===== config.mk =====
export PLATFORM = sky130hd
export DESIGN_NAME = envelope_gen_flat
export DESIGN_NICKNAME = d
export VERILOG_FILES = /design/src/rtl/envelope_if.sv /design/src/rtl/envelope_gen.sv /design/src/flat_wrapper.sv
export SDC_FILE = /design/constraint.sdc
export NUM_CORES = 1
export LEC_CHECK = 0
export CAP_MARGIN = 20
export CORE_MARGIN = 1.5
export CORE_UTILIZATION = 30
export CTS_CLUSTER_DIAMETER = 150
export DETAILED_ROUTE_END_ITERATION = 7
export PLACE_DENSITY = 0.53
export SYNTH_ARGS = -nofsm -noshare
export SYNTH_HDL_FRONTEND = slang
export SYNTH_SLANG_ARGS = --single-unit

===== constraint.sdc =====
create_clock -name clk -period 5.49 [get_ports clk]
set_input_delay 1.098 -clock clk [delete_from_list [all_inputs] [get_ports clk]]
set_output_delay 1.098 -clock clk [all_outputs]
set_load 0.01 [all_outputs]

===== src/rtl/envelope_if.sv =====
// rtl/envelope_if.sv - note inputs and envelope outputs shared by sequencer and envelope_gen
interface envelope_if #(
  parameter int AMP_W  = 3,
  parameter int TIME_W = 6
);
  logic              new_note;
  logic              beat;
  logic [AMP_W-1:0]  amplitude_in;
  logic [AMP_W-1:0]  sustain_in;
  logic [TIME_W-1:0] duration;
  logic [TIME_W-1:0] attack;
  logic [TIME_W-1:0] decay;
  logic [TIME_W-1:0] release_time;
  logic [AMP_W-1:0]  amplitude_out;
  logic [2:0]        phase;
  logic              busy;
  logic              done;

  modport master (
    output new_note, beat, amplitude_in, sustain_in, duration, attack, decay, release_time,
    input  amplitude_out, phase, busy, done
  );

  modport slave (
    input  new_note, beat, amplitude_in, sustain_in, duration, attack, decay, release_time,
    output amplitude_out, phase, busy, done
  );
endinterface


===== src/rtl/envelope_gen.sv =====
// rtl/envelope_gen.sv - ADSR envelope generator with per-note slope divider
// Optional feature macro RETRIGGER_EN: new_note while busy restarts the note from the current level.
module envelope_gen #(
  parameter int AMP_W  = 3,
  parameter int TIME_W = 6
) (
  input  logic      clk,
  input  logic      reset,
  envelope_if.slave env
);
  localparam int F  = TIME_W;
  localparam int LW = AMP_W + F;
  localparam int SW = TIME_W + 2;
  localparam int BW = $clog2(LW);
  localparam logic [BW-1:0] LAST = BW'(LW - 1);

  typedef enum logic [2:0] {
    IDLE = 3'd0, LOAD = 3'd1, ATTACK = 3'd2, DECAY = 3'd3, SUSTAIN = 3'd4, RELEASE = 3'd5
  } state_t;

  state_t            state, state_nxt;
  logic [AMP_W-1:0]  peak_q, sus_q;
  logic [TIME_W-1:0] dur_q, att_q, dec_q, rel_q;
  logic [LW-1:0]     level, level_nxt;
  logic [TIME_W-1:0] count, count_nxt;
  logic              done_q, done_nxt;
  logic [LW-1:0]     att_step, dec_step, rel_step;

  logic [1:0]        div_sel;
  logic [BW-1:0]     bit_cnt;
  logic [TIME_W-1:0] rem, rem_in, rem_nxt;
  logic [LW-2:0]     quo;
  logic [LW-1:0]     quo_nxt, step_val, numer;
  logic [AMP_W-1:0]  lvl_int, att_diff, num_int;
  logic [TIME_W-1:0] divisor;
  logic [TIME_W:0]   rem_sh, rem_diff;
  logic              q_bit, div_end, load_end, accept;

`ifdef RETRIGGER_EN
  assign accept = env.new_note;
`else
  assign accept = env.new_note && (state == IDLE);
`endif

  // Restoring divider: one quotient bit per clk, three divides in sequence.
  assign lvl_int  = level[LW-1:F];
  assign att_diff = (peak_q > lvl_int) ? peak_q - lvl_int : '0;

  always_comb begin
    num_int = att_diff;
    divisor = att_q;
    case (div_sel)
      2'd1:    begin num_int = peak_q - sus_q; divisor = dec_q; end
      2'd2:    begin num_int = sus_q;          divisor = rel_q; end
      default: ;
    endcase
  end

  assign numer    = {num_int, {F{1'b0}}};
  assign rem_in   = (bit_cnt == '0) ? '0 : rem;
  assign rem_sh   = {rem_in, numer[LAST - bit_cnt]};
  assign q_bit    = (rem_sh >= {1'b0, divisor});
  assign rem_diff = rem_sh - {1'b0, divisor};
  assign rem_nxt  = q_bit ? rem_diff[TIME_W-1:0] : rem_sh[TIME_W-1:0];
  assign quo_nxt  = {quo, q_bit};
  assign step_val = (divisor == '0) ? '0 : quo_nxt;
  assign div_end  = (bit_cnt == LAST);
  assign load_end = div_end && (div_sel == 2'd2);

  always_ff @(posedge clk) begin
    if (reset) begin
      div_sel  <= '0;
      bit_cnt  <= '0;
      rem      <= '0;
      quo      <= '0;
      att_step <= '0;
      dec_step <= '0;
      rel_step <= '0;
    end else if (accept || state != LOAD) begin
      div_sel <= '0;
      bit_cnt <= '0;
      rem     <= '0;
      quo     <= '0;
    end else begin
      rem <= rem_nxt;
      quo <= quo_nxt[LW-2:0];
      if (div_end) begin
        bit_cnt <= '0;
        div_sel <= div_sel + 2'd1;
        case (div_sel)
          2'd0:    att_step <= step_val;
          2'd1:    dec_step <= step_val;
          default: rel_step <= step_val;
        endcase
      end else begin
        bit_cnt <= bit_cnt + 1'b1;
      end
    end
  end

  logic [LW-1:0]     peak_full, sus_full, sub_step, level_step, level_sub;
  logic [LW:0]       level_add;
  logic [TIME_W-1:0] count_inc;
  logic [SW-1:0]     rel_sum, ad_sum;

  assign peak_full = {peak_q, {F{1'b0}}};
  assign sus_full  = {sus_q, {F{1'b0}}};
  assign count_inc = count + 1'b1;
  assign rel_sum   = SW'(count_inc) + SW'(rel_q);
  assign ad_sum    = SW'(att_q) + SW'(dec_q);

  always_comb begin
    state_nxt  = state;
    level_nxt  = level;
    count_nxt  = count;
    done_nxt   = 1'b0;
    level_add  = {1'b0, level} + {1'b0, att_step};
    sub_step   = (state == DECAY) ? dec_step : rel_step;
    level_sub  = (level > sub_step) ? level - sub_step : '0;
    level_step = level;
    case (state)
      ATTACK:         level_step = (level_add >= {1'b0, peak_full}) ? peak_full : level_add[LW-1:0];
      DECAY, RELEASE: level_step = (level_sub > peak_full) ? peak_full : level_sub;
      default:        ;
    endcase

    case (state)
      IDLE: if (accept) state_nxt = LOAD;
      LOAD: if (load_end) begin
        count_nxt = '0;
        if (dur_q == '0) begin
          state_nxt = IDLE;
          level_nxt = '0;
          done_nxt  = 1'b1;
        end else if (att_q != '0) begin
          state_nxt = ATTACK;
        end else if (dec_q != '0) begin
          state_nxt = DECAY;
          level_nxt = peak_full;
        end else begin
          state_nxt = SUSTAIN;
          level_nxt = sus_full;
        end
      end
      ATTACK, DECAY, SUSTAIN, RELEASE: if (env.beat) begin
        count_nxt = count_inc;
        level_nxt = level_step;
        if (count_inc == dur_q) begin
          state_nxt = IDLE;
          level_nxt = '0;
          done_nxt  = 1'b1;
        end else if (rel_sum >= SW'(dur_q) && state != RELEASE) begin
          state_nxt = RELEASE;
        end else if (state == ATTACK && count_inc == att_q) begin
          state_nxt = (dec_q == '0) ? SUSTAIN : DECAY;
          level_nxt = (dec_q == '0) ? sus_full : peak_full;
        end else if (state == DECAY && SW'(count_inc) == ad_sum) begin
          state_nxt = SUSTAIN;
          level_nxt = sus_full;
        end
      end
      default: state_nxt = IDLE;
    endcase

`ifdef RETRIGGER_EN
    if (accept && state != IDLE) begin
      state_nxt = LOAD;
      level_nxt = level;
      count_nxt = count;
      done_nxt  = 1'b0;
    end
`endif
  end

  always_ff @(posedge clk) begin
    if (reset) begin
      state  <= IDLE;
      level  <= '0;
      count  <= '0;
      done_q <= 1'b0;
      peak_q <= '0;
      sus_q  <= '0;
      dur_q  <= '0;
      att_q  <= '0;
      dec_q  <= '0;
      rel_q  <= '0;
    end else begin
      state  <= state_nxt;
      level  <= level_nxt;
      count  <= count_nxt;
      done_q <= done_nxt;
      if (accept) begin
        peak_q <= env.amplitude_in;
        sus_q  <= (env.sustain_in > env.amplitude_in) ? env.amplitude_in : env.sustain_in;
        dur_q  <= env.duration;
        att_q  <= env.attack;
        dec_q  <= env.decay;
        rel_q  <= env.release_time;
      end
    end
  end

  assign env.amplitude_out = level[LW-1:F];
  assign env.phase         = state;
  assign env.busy          = (state != IDLE);
  assign env.done          = done_q;
endmodule


===== src/flat_wrapper.sv =====
// flat-port wrapper written by rule: the top's interface ports become plain ports
module envelope_gen_flat 
#(
  parameter int AMP_W  = 3,
  parameter int TIME_W = 6
)
  (clk, reset, env_new_note, env_beat, env_amplitude_in, env_sustain_in, env_duration, env_attack, env_decay, env_release_time, env_amplitude_out, env_phase, env_busy, env_done);
  envelope_if #(.AMP_W(AMP_W), .TIME_W(TIME_W)) env_i ();
  input  logic clk;
  input  logic reset;
  input wire logic [$bits(env_i.new_note)-1:0] env_new_note;
  input wire logic [$bits(env_i.beat)-1:0] env_beat;
  input wire logic [$bits(env_i.amplitude_in)-1:0] env_amplitude_in;
  input wire logic [$bits(env_i.sustain_in)-1:0] env_sustain_in;
  input wire logic [$bits(env_i.duration)-1:0] env_duration;
  input wire logic [$bits(env_i.attack)-1:0] env_attack;
  input wire logic [$bits(env_i.decay)-1:0] env_decay;
  input wire logic [$bits(env_i.release_time)-1:0] env_release_time;
  output wire logic [$bits(env_i.amplitude_out)-1:0] env_amplitude_out;
  output wire logic [$bits(env_i.phase)-1:0] env_phase;
  output wire logic [$bits(env_i.busy)-1:0] env_busy;
  output wire logic [$bits(env_i.done)-1:0] env_done;
  assign env_i.new_note = env_new_note;
  assign env_i.beat = env_beat;
  assign env_i.amplitude_in = env_amplitude_in;
  assign env_i.sustain_in = env_sustain_in;
  assign env_i.duration = env_duration;
  assign env_i.attack = env_attack;
  assign env_i.decay = env_decay;
  assign env_i.release_time = env_release_time;
  assign env_amplitude_out = env_i.amplitude_out;
  assign env_phase = env_i.phase;
  assign env_busy = env_i.busy;
  assign env_done = env_i.done;
  envelope_gen #(.AMP_W(AMP_W), .TIME_W(TIME_W)) u_core (.clk(clk), .reset(reset), .env(env_i));
endmodule

Yosys cells after proc, flatten, opt, wreduce, memory -nomap -nowiden
Index checks and enable logic that the tools add are counted.

storage, ports and cells
  register bits after elaboration = 96
  latch bits = 0
  memory bits (writable) = 0
  bits in read-only memories = 0
  bits of input ports = 34
  word-level logic and storage cells = 128
  memories kept = 0

operators by class
  add/sub/neg operators = 11
  $mul = 0
  div/mod/pow operators = 0
  $lt $le $gt $ge = 8
  eq/ne operators = 18
  shifts and indexed selects = 0
  muxes and demuxes = 45
  bitwise operators = 2
  reductions and logical operators = 27

operators by type and width
  kind                   count
  $mux W9                15
  $mux W3                13
  $pmux W9 S2            2
  $mux W6                4
  $pmux W6 S2            2
  $gt A9 B9 Y1           2
  $logic_not A6 Y1       3
  $add A6 B6 Y7          2
  $eq A6 B6 Y1           2
  $reduce_and A3 Y1      4
  $reduce_bool A6 Y1     2
  $add A9 B9 Y10         1
  $ge A10 B9 Y1          1
  $pmux W3 S3            1
  $sub A9 B9 Y9          1
  $eq A6 B8 Y1           1
  $ge A8 B6 Y1           1
  $reduce_and A4 Y1      2
  $ge A7 B6 Y1           1
  $add A6 B1 Y6 const B  1
  $eq A3 B2 Y1 const B   2
  $eq A3 B3 Y1 const B   2
  $gt A3 B3 Y1           2
  $pmux W3 S2            1
  30 further kinds       43

Depth between registers and ports, before layout
  depth after elaboration = 13
  gate-level depth with buffers = 21
  gate-level depth less buffers = 20

Least setup slack after synthesis
No wires, ideal clock.

  path kind = register -> register
  from = register u_core.state[2] (netlist: u_core.env.phase[2])
  to = register u_core.level[5]
  data arrival time = 4.664 ns
  slack = 0.747 ns
  cell stages (with the launch flop) = 22
  path buffers = 1
  clock period less this slack = 4.743 ns
  cell sequence = dfxtp_1 -> buf_2 -> nor2b_4 -> nand2_4 -> mux2_2 -> ha_1 -> inv_1 -> fa_1 -> nand3_1 -> a21boi_0 -> o21a_1 -> o21ai_0 -> or3b_2 -> ha_1 -> and3_1 -> nand4b_1 -> a2111oi_1 -> o221ai_1 -> and2_4 -> or3_1 -> o31a_1 -> a211oi_2

on the way
  word-level cells in the longest chain between the ends = 13

ends and longest elaborated chain
  element                                               RTL line             text
  from (decl)                                           envelope_gen.sv:21   state_t state, state_nxt;
  from (signal assigned)                                envelope_gen.sv:188  state <= state_nxt;
  $eq A3 B2 Y1                                          -
  $mux W9                                               envelope_gen.sv:118  sub_step = (state == DECAY) ? dec_step : rel_step;
  $sub A9 B9 Y9 / $gt A9 B9 Y1 (equally long branches)  envelope_gen.sv:119  level_sub = (level > sub_step) ? level - sub_step : '0;
  $mux W9                                               envelope_gen.sv:119
  $gt A9 B9 Y1                                          envelope_gen.sv:123  DECAY, RELEASE: level_step = (level_sub > peak_full) ? peak_full : level_sub;
  $mux W9                                               envelope_gen.sv:123
  $pmux W9 S2                                           envelope_gen.sv:121  case (state)
  $mux W9                                               envelope_gen.sv:157  end else if (state == DECAY && SW'(count_inc) == ad_sum) begin
  $mux W9                                               envelope_gen.sv:154  end else if (state == ATTACK && count_inc == att_q) begin
  $mux W9                                               envelope_gen.sv:152  end else if (rel_sum >= SW'(dur_q) && state != RELEASE) begin
  $mux W9                                               envelope_gen.sv:148  if (count_inc == dur_q) begin
  $mux W9                                               envelope_gen.sv:145  ATTACK, DECAY, SUSTAIN, RELEASE: if (env.beat) begin
  $pmux W9 S2                                           envelope_gen.sv:127  case (state)
  to (signal assigned)                                  envelope_gen.sv:189  level <= level_nxt;
  to (decl)                                             envelope_gen.sv:24   logic [LW-1:0] level, level_nxt;

Several ways; a longest one is shown, not always the timed one. The select of a mux whose other input is x is not followed.
A chain may end at the register's enable or synchronous reset.

Final worst setup path
  from = register u_core.state[1] (netlist: u_core.env.phase[1])
  to = register u_core.level[5]

Same word-level chain as after synthesis.

==> results.md <==
* CTS sink count at between 90 and 100
* P_int at 1430 µW
* Most used cell, CP: ha_1
* Gpl congestion at 0.887
* Worst path slowest cell: or3b_2
* Ys async rst share at 0
* Final global-route overflow total at 0
* Final worst path period share at 0.925
* Worst path max stage delay at 0.46 ns
* Die width at 157 µm
* TritonCTS clock tree: yes
* Area grow syn2layout at 13.2%
* Dpl hpwl at 15.4 mm
* Yosys Warn Count at 0
* Mapped cell area at 0.00711 mm²
* CP Class: reg -> reg
* Fin Clk Skew at 0.0101 ns
* Vias in the first global route at roughly 6000
* Status: finished clean
* Seq pwr share at 0.354
* Cts bufs inserted at 9
* Cells after Synth at 887
* Buffers on Ports at roughly 40
* Critical path arrival at between 5 and 6 ns
* Post-CTS Hold Buffers at 0
* Initial Util at 0.305
* Final-report setup violation count at 0
* CTS H-Tree Depth at 3
* Setup TNS at 0 ns
* Detail Route Antenna Nets at 0
* WL/cell at between 15 and 20 µm
* Share of cells above drive strength 1 at 0.0575
* Leak Pwr at 0.00320 µW
* Peak supply drop at 149 µV
* Unrepaired setup endpoints after global routing: false
* Endpoint class of the critical path: flip-flop
* # Post-CTS Setup Buffers at 0
* Worst-Skew Late Latency at 0.36 ns
* Register area share after synthesis at 0.270
* Most used flip-flop cell after synthesis: dfxtp_1
* Final core occ at 0.345
* Met1 usage at 0.219
* GRT Overall Usage at 0.169
* Largest net degree at the start of global routing at between 70 and 80
* Busiest grt layer: met2
* M2 GR Usage at 0.283
* First-pass GRT wire length at between 30 and 40 mm
* Met3 Usage GRT at 0.0215
* Final Hold Fails at 0
* Vias at a little over 6000
* Die Ht at around 160 µm
* Clock-pin slew on the worst setup and hold paths at 0.07 ns
* Num rows at 56
* Detailed Route Iter0 Violations at 349
* Pwr/cell area at 287 mW/mm²
* Die footprint at 0.0246 mm²
* DR pass1 iterations at 5
* Antenna Cells at 0
* Root buffer cell: clkbuf_16
* FMAX at 197 MHz
* Nets at 1002
* Power share of the combinational group at 0.366
* Buf/Inv on CP at 1
* Post-place setup slack at 0.461 ns
* Pins Over Slew Limit at 0
* Flops & latches, synth at 96
* Initial antenna violation count at 0
* Switching share of power at 0.382
* PnR worst setup slack at between 0.4 and 0.5 ns
* Nature of the critical path startpoint: flip-flop
* Clk pwr share at 0.280
* CTS Buffer Depth at 2
* Hold Crit Class: reg -> reg
* I/O pin cnt at 42
* Worst-margin pin slew at 1.06 ns
* Post-synth EDFFs at 0
* Core area at 0.0233 mm²
* Worst hold slack at 0.459 ns
* Synth cell types at 82
* Normalized max-slew margin at 0.290
* Critical Path RT at ~5.8 ns
* Via density per instance at about 5.1
* Gates resized, CTS repair at 0
* Post-route DRC at 0
* Synthesized net count at 989
* Drt total wl at 19.8 mm
* Max cap viols at 0
* Avg Inst Size Synth at 8.01 µm²
* Crit path cell chain: nor2b_4 -> nand2_4 -> mux2_2 -> ha_1 -> inv_1 -> fa_1 -> nand3_1 -> a21boi_0 -> o21a_1 -> o21ai_0 -> or3b_2 -> ha_1 -> and3_1 -> nand4b_1 -> a2111oi_1 -> o221ai_1 -> and2_4 -> or3_1 -> o31a_1 -> a211oi_2
* Crit path time final at 5.08 ns
* Worst-path maximum fanout at 10
* Crit path max-delay family: simple AND/OR/NAND/NOR gates
* Psw at ~880 µW
* Fill cells at around 2500
==> final timing paths <==
check / startpoint / cells past startpoint / slack, ns / endpoint
setup / recovery: u_core.env.phase[1] / 20 / 0.41 / u_core.level[5]
hold / removal: u_core.rel_step[0] / 2 / 0.46 / u_core.rel_step[0]
setup reg to reg: u_core.env.phase[1] / 20 / 0.41 / u_core.level[5]
hold reg to reg: u_core.rel_step[0] / 2 / 0.46 / u_core.rel_step[0]
==> routing by layer <==
metal	wire, µm	vias to the layer above
met3	635	33
li1	-	3176
met2	9320	119
met1	9280	2910
met5	0	-
met4	572	0
==> worst reg2reg max path: stages, from the launching register on <==
cell and delay, ns:
dfxtp_1 0.33, nor2b_4 0.19, nand2_4 0.14, mux2_2 0.26, ha_1 0.20, inv_1 0.07, fa_1 0.43, nand3_1 0.15
a21boi_0 0.14, o21a_1 0.22, o21ai_0 0.19, or3b_2 0.46, ha_1 0.27, and3_1 0.21, nand4b_1 0.12, a2111oi_1 0.32
o221ai_1 0.28, and2_4 0.25, or3_1 0.30, o31a_1 0.25, a211oi_2 0.20
==> area by class of cell <==
cell class | instances | area [µm²] | area share
multi-input combinational | 700 | 4810 | 0.597
sequential | 96 | 1920 | 0.239
timing repair buffer | 46 | 450 | 0.0560
tap | 319 | 399 | 0.0496
clock buffer | 9 | 225 | 0.0280
inverter | 47 | 176 | 0.0219
clock inverter | 6 | 68.8 | 0.00855
==> layout by cell type (no fill, tap or decap), drive strengths merged, types with 9 or more instances in the layout <==
master,n
a211oi,16
a21o,11
a21oi,103
a22oi,11
and2,18
and3,9
clkbuf,9
clkdlybuf4s50,40
dfxtp,96
ha,61
inv,48
mux2i,16
nand2,128
nand3,44
nand4,12
nor2,56
nor2b,16
nor3,10
o21ai,35
xnor2,27
xor2,14
==> Yosys cell counts (9+ instances only) <==
library cell	number	area [µm²]
nor2_1	55	206
a21oi_1	103	515
nor2b_1	14	87.6
nand3_1	44	220
a21o_1	11	82.6
and2_1	17	106
nand2_1	127	477
nand4_1	12	75.1
xnor2_1	23	201
clkbuf_1	30	113
a22oi_1	11	82.6
dfxtp_1	96	1920
ha_1	61	763
mux2i_1	16	160
inv_1	47	176
and3_1	9	56.3
o21ai_0	31	155
nor3_1	10	50.1
xor2_1	12	105
a211oi_1	12	90.1
==> sequential cells by signal (all words and copies together) (netlist names) <==
signal            cells
u_core.att_q          6
u_core.att_step       9
u_core.bit_cnt        4
u_core.count          6
u_core.dec_q          6
u_core.dec_step       9
u_core.div_sel        2
u_core.dur_q          6
u_core.env.done       1
u_core.env.phase      3
u_core.level          9
u_core.peak_q         3
u_core.quo            8
u_core.rel_q          6
u_core.rel_step       9
u_core.rem            6
u_core.sus_q          3
==> cells by family (layout without fill, tap and decap cells) <==
family,after synthesis,after routing,synth area share
AND/OR/NAND/NOR,336,336,0.237
AO/OA/AOI/OAI,233,233,0.213
flip-flops,96,96,0.270
buffers and inverters,91,108,0.0544
adder cells (fa/ha/maj),68,68,0.127
XOR/XNOR,46,46,0.0743
multiplexers,17,17,0.0241
==> metrics by stage <==
stage | instances | total power (µW) | cell area [µm²]
floorplan | 887 | 1430 | 7110
global placement | 1207 | 1670 | 7740
detailed placement | 1207 | 1670 | 7740
CTS | 1222 | 2330 | 8030
global route | 1223 | 2470 | 8050
finish | 1223 | 2310 | 8050
==> power groups by stage <==
| stage | clock [µW] | combinational, µW | sequential (µW) |
|---|---|---|---|
| final | 647 | 847 | 820 |
| after global routing | 692 | 946 | 828 |
| after floorplan | 0 | 625 | 807 |
| after global placement | 0 | 835 | 837 |
| after detailed placement | 0 | 837 | 837 |
| after CTS | 665 | 841 | 821 |
Power figures use the tool's default switching activity.
==> variant: new RTL, same flow settings <==
Make the reset (`reset`) asynchronous in 2 clocked blocks.
--- a/src/rtl/envelope_gen.sv
+++ b/src/rtl/envelope_gen.sv
@@ -67,7 +67,7 @@
   assign div_end  = (bit_cnt == LAST);
   assign load_end = div_end && (div_sel == 2'd2);
 
-  always_ff @(posedge clk) begin
+  always_ff @(posedge clk or posedge reset) begin
     if (reset) begin
       div_sel  <= '0;
       bit_cnt  <= '0;
@@ -172,7 +172,7 @@
 `endif
   end
 
-  always_ff @(posedge clk) begin
+  always_ff @(posedge clk or posedge reset) begin
     if (reset) begin
       state  <= IDLE;
       level  <= '0;
Behaviour: differs if reset is asserted again (counterexample within 4 cycles, from zero or initial values and one cycle with reset high); with reset held inactive, the same outputs for 10 cycles.
==> variant against the unedited design <==
- clock skew hardly changed
- first-iteration DRC count is 11% lower
- maximum frequency is 5.0% higher
- sequential cell count stayed put
- non-clock buffer count stayed put
- synthesized area is 1.1% lower
- die area is 1.1% lower
- synthesized cell count is 14% lower
- global-route usage is 1.5 points lower
- routed wire length is 10% lower
- worst setup slack better by 0.24 ns
- final area is 0.16% lower
- critical endpoint is now u_core.level[6]
- highest routed layer unchanged
Power is not compared: it rests on default switching activity, and its combinational part moved more than twofold at a synthesized area within 25%.
==> variant: results (changes against the unedited design) <==
timing:
  slew_headroom: 0.365  # was 0.290
  skew_ns: 0.00987  # was 0.0101 ns
  hold_ws_ns: 0.479  # was 0.459 ns
  timing.final.crit_period_ns: 4.84  # was 5.08 ns
drt:
  wirelength_um: 17700  # was 19,800 um
  met3RoutedLength_um: 544  # was 635 um
  wl_met2_um: 7920  # was 9320 um
  drt_iter0_drc: 312  # was 349
  wl_per_cell_um: 15.9  # was 16.2 um
  top_layer_used: "met4"  # unchanged
  wl_met1_um: 9040  # was 9280 um
  vias: 5608  # was 6,238
global_route:
  grt.overflow.total: 0  # unchanged
  use_met2: 0.238  # was 0.283
  antenna_found_initial: 0  # unchanged
  grt_util_all_layers: 0.154  # was 0.169
  grt_pass1_vias: 5374  # was 6,013
  use_met1: 0.223  # was 0.219
  grt_start_max_net_pins: 70  # was 75
  grtUsageMet3: 0.0236  # was 0.0215
  grt_first_pass_wirelength_um: 29300  # was 32,300 um
clock_tree:
  cts_buffers: 9  # unchanged
  cts_buffer_depth: 2  # unchanged
  cts_root_buffer: "clkbuf_16"  # unchanged
outcome:
  status: "finished clean"  # unchanged
critical_path:
  worst_r2r_startpoint: "u_core.env.phase[0]"  # was u_core.env.phase[1]
  r2r_setup_slack_ns: 0.65  # was 0.41 ns
  crit_path_end: "u_core.level[6]"  # was u_core.level[5]
  cp_max_fo: 11  # was 10
  cp_top_family: "compound AO/OA/AOI/OAI gates"  # was simple AND/OR/NAND/NOR gates
  rr_worst_depth: 17  # was 20
  arrival_ns: 5.11  # was 5.35 ns
  slowest_delay_ns: 0.53  # was 0.46 ns
  slowest_stage: "dfrtp_1"  # was or3b_2
placement:
  dpl_cell_area_um2: 7740  # about the same
  numPlacedInstances: 1098  # was 1,207
  hpwlAfterDp_um: 13700  # was 15,400 um
  place_ws_ns: 0.693  # was 0.461 ns
  gp_congestion: 0.822  # was 0.887
synthesis:
  synth_common_cells: "dfrtp_1 (96), nand2_1 (93), o21ai_0 (71), ha_1 (61), inv_1 (50)"  # was nand2_1 (127), a21oi_1 (103), dfxtp_1 (96), ha_1 (61), nor2_1 (55)
  synth_fp_nets: 867  # was 989
  synth_area_leaders: "dfrtp_1 (34%), ha_1 (11%), o21ai_0 (5.1%)"  # was dfxtp_1 (27%), ha_1 (11%), a21oi_1 (7.3%)
  ys_seq_area_frac: 0.342  # was 0.270
  synthArstFlopShare: 1.00  # was 0
  synth.avg_cell_area_um2: 9.19  # was 8.01 um2
  synth_cell_types: 74  # was 82
finish:
  fin_nets: 898  # was 1,002
  num_antenna_cells: 0  # unchanged
  fillers: 2400  # was 2,508
  drive_above_1_share: 0.0737  # was 0.0575
worst_hold_path:
  hold_end: "u_core.quo[7]"  # was u_core.rel_step[0]
  hold_start: "u_core.quo[6]"  # was u_core.rel_step[0]
  min_path_cells: 1  # was 2
pwr:
  vdd_drop_max_mv: 0.259
  p_sw_frac: 0.444
[variant: cell count changes in the layout (fill, tap and decap cells not counted), moves of 26 or more]
cell,before,now
nand3_1,44,18
dfrtp_1,0,96
dfxtp_1,96,0
nand2_1,127,93
o21ai_0,31,71
a21oi_1,103,46
[variant: final cells by class]
cell class	instances	area (um2)	share of cell area
multi-input combinational	593	4310	0.536
sequential	96	2400	0.299
timing repair buffer	46	448	0.0557
tap	313	392	0.0487
clock buffer	9	225	0.0280
inverter	50	190	0.0237
clock inverter	7	72.6	0.00903
[variant: logic make-up (layout without fill, tap and decap cells)]
| logic type | Yosys count | in the layout | share of synthesized area |
|---|---|---|---|
| simple gates | 232 | 232 | 0.156 |
| xor+xnor | 48 | 48 | 0.0749 |
| flops | 96 | 96 | 0.342 |
| fa+ha+maj | 68 | 68 | 0.129 |
| buf+inv | 76 | 112 | 0.0468 |
| compound gates | 204 | 204 | 0.190 |
| mux | 41 | 41 | 0.0619 |
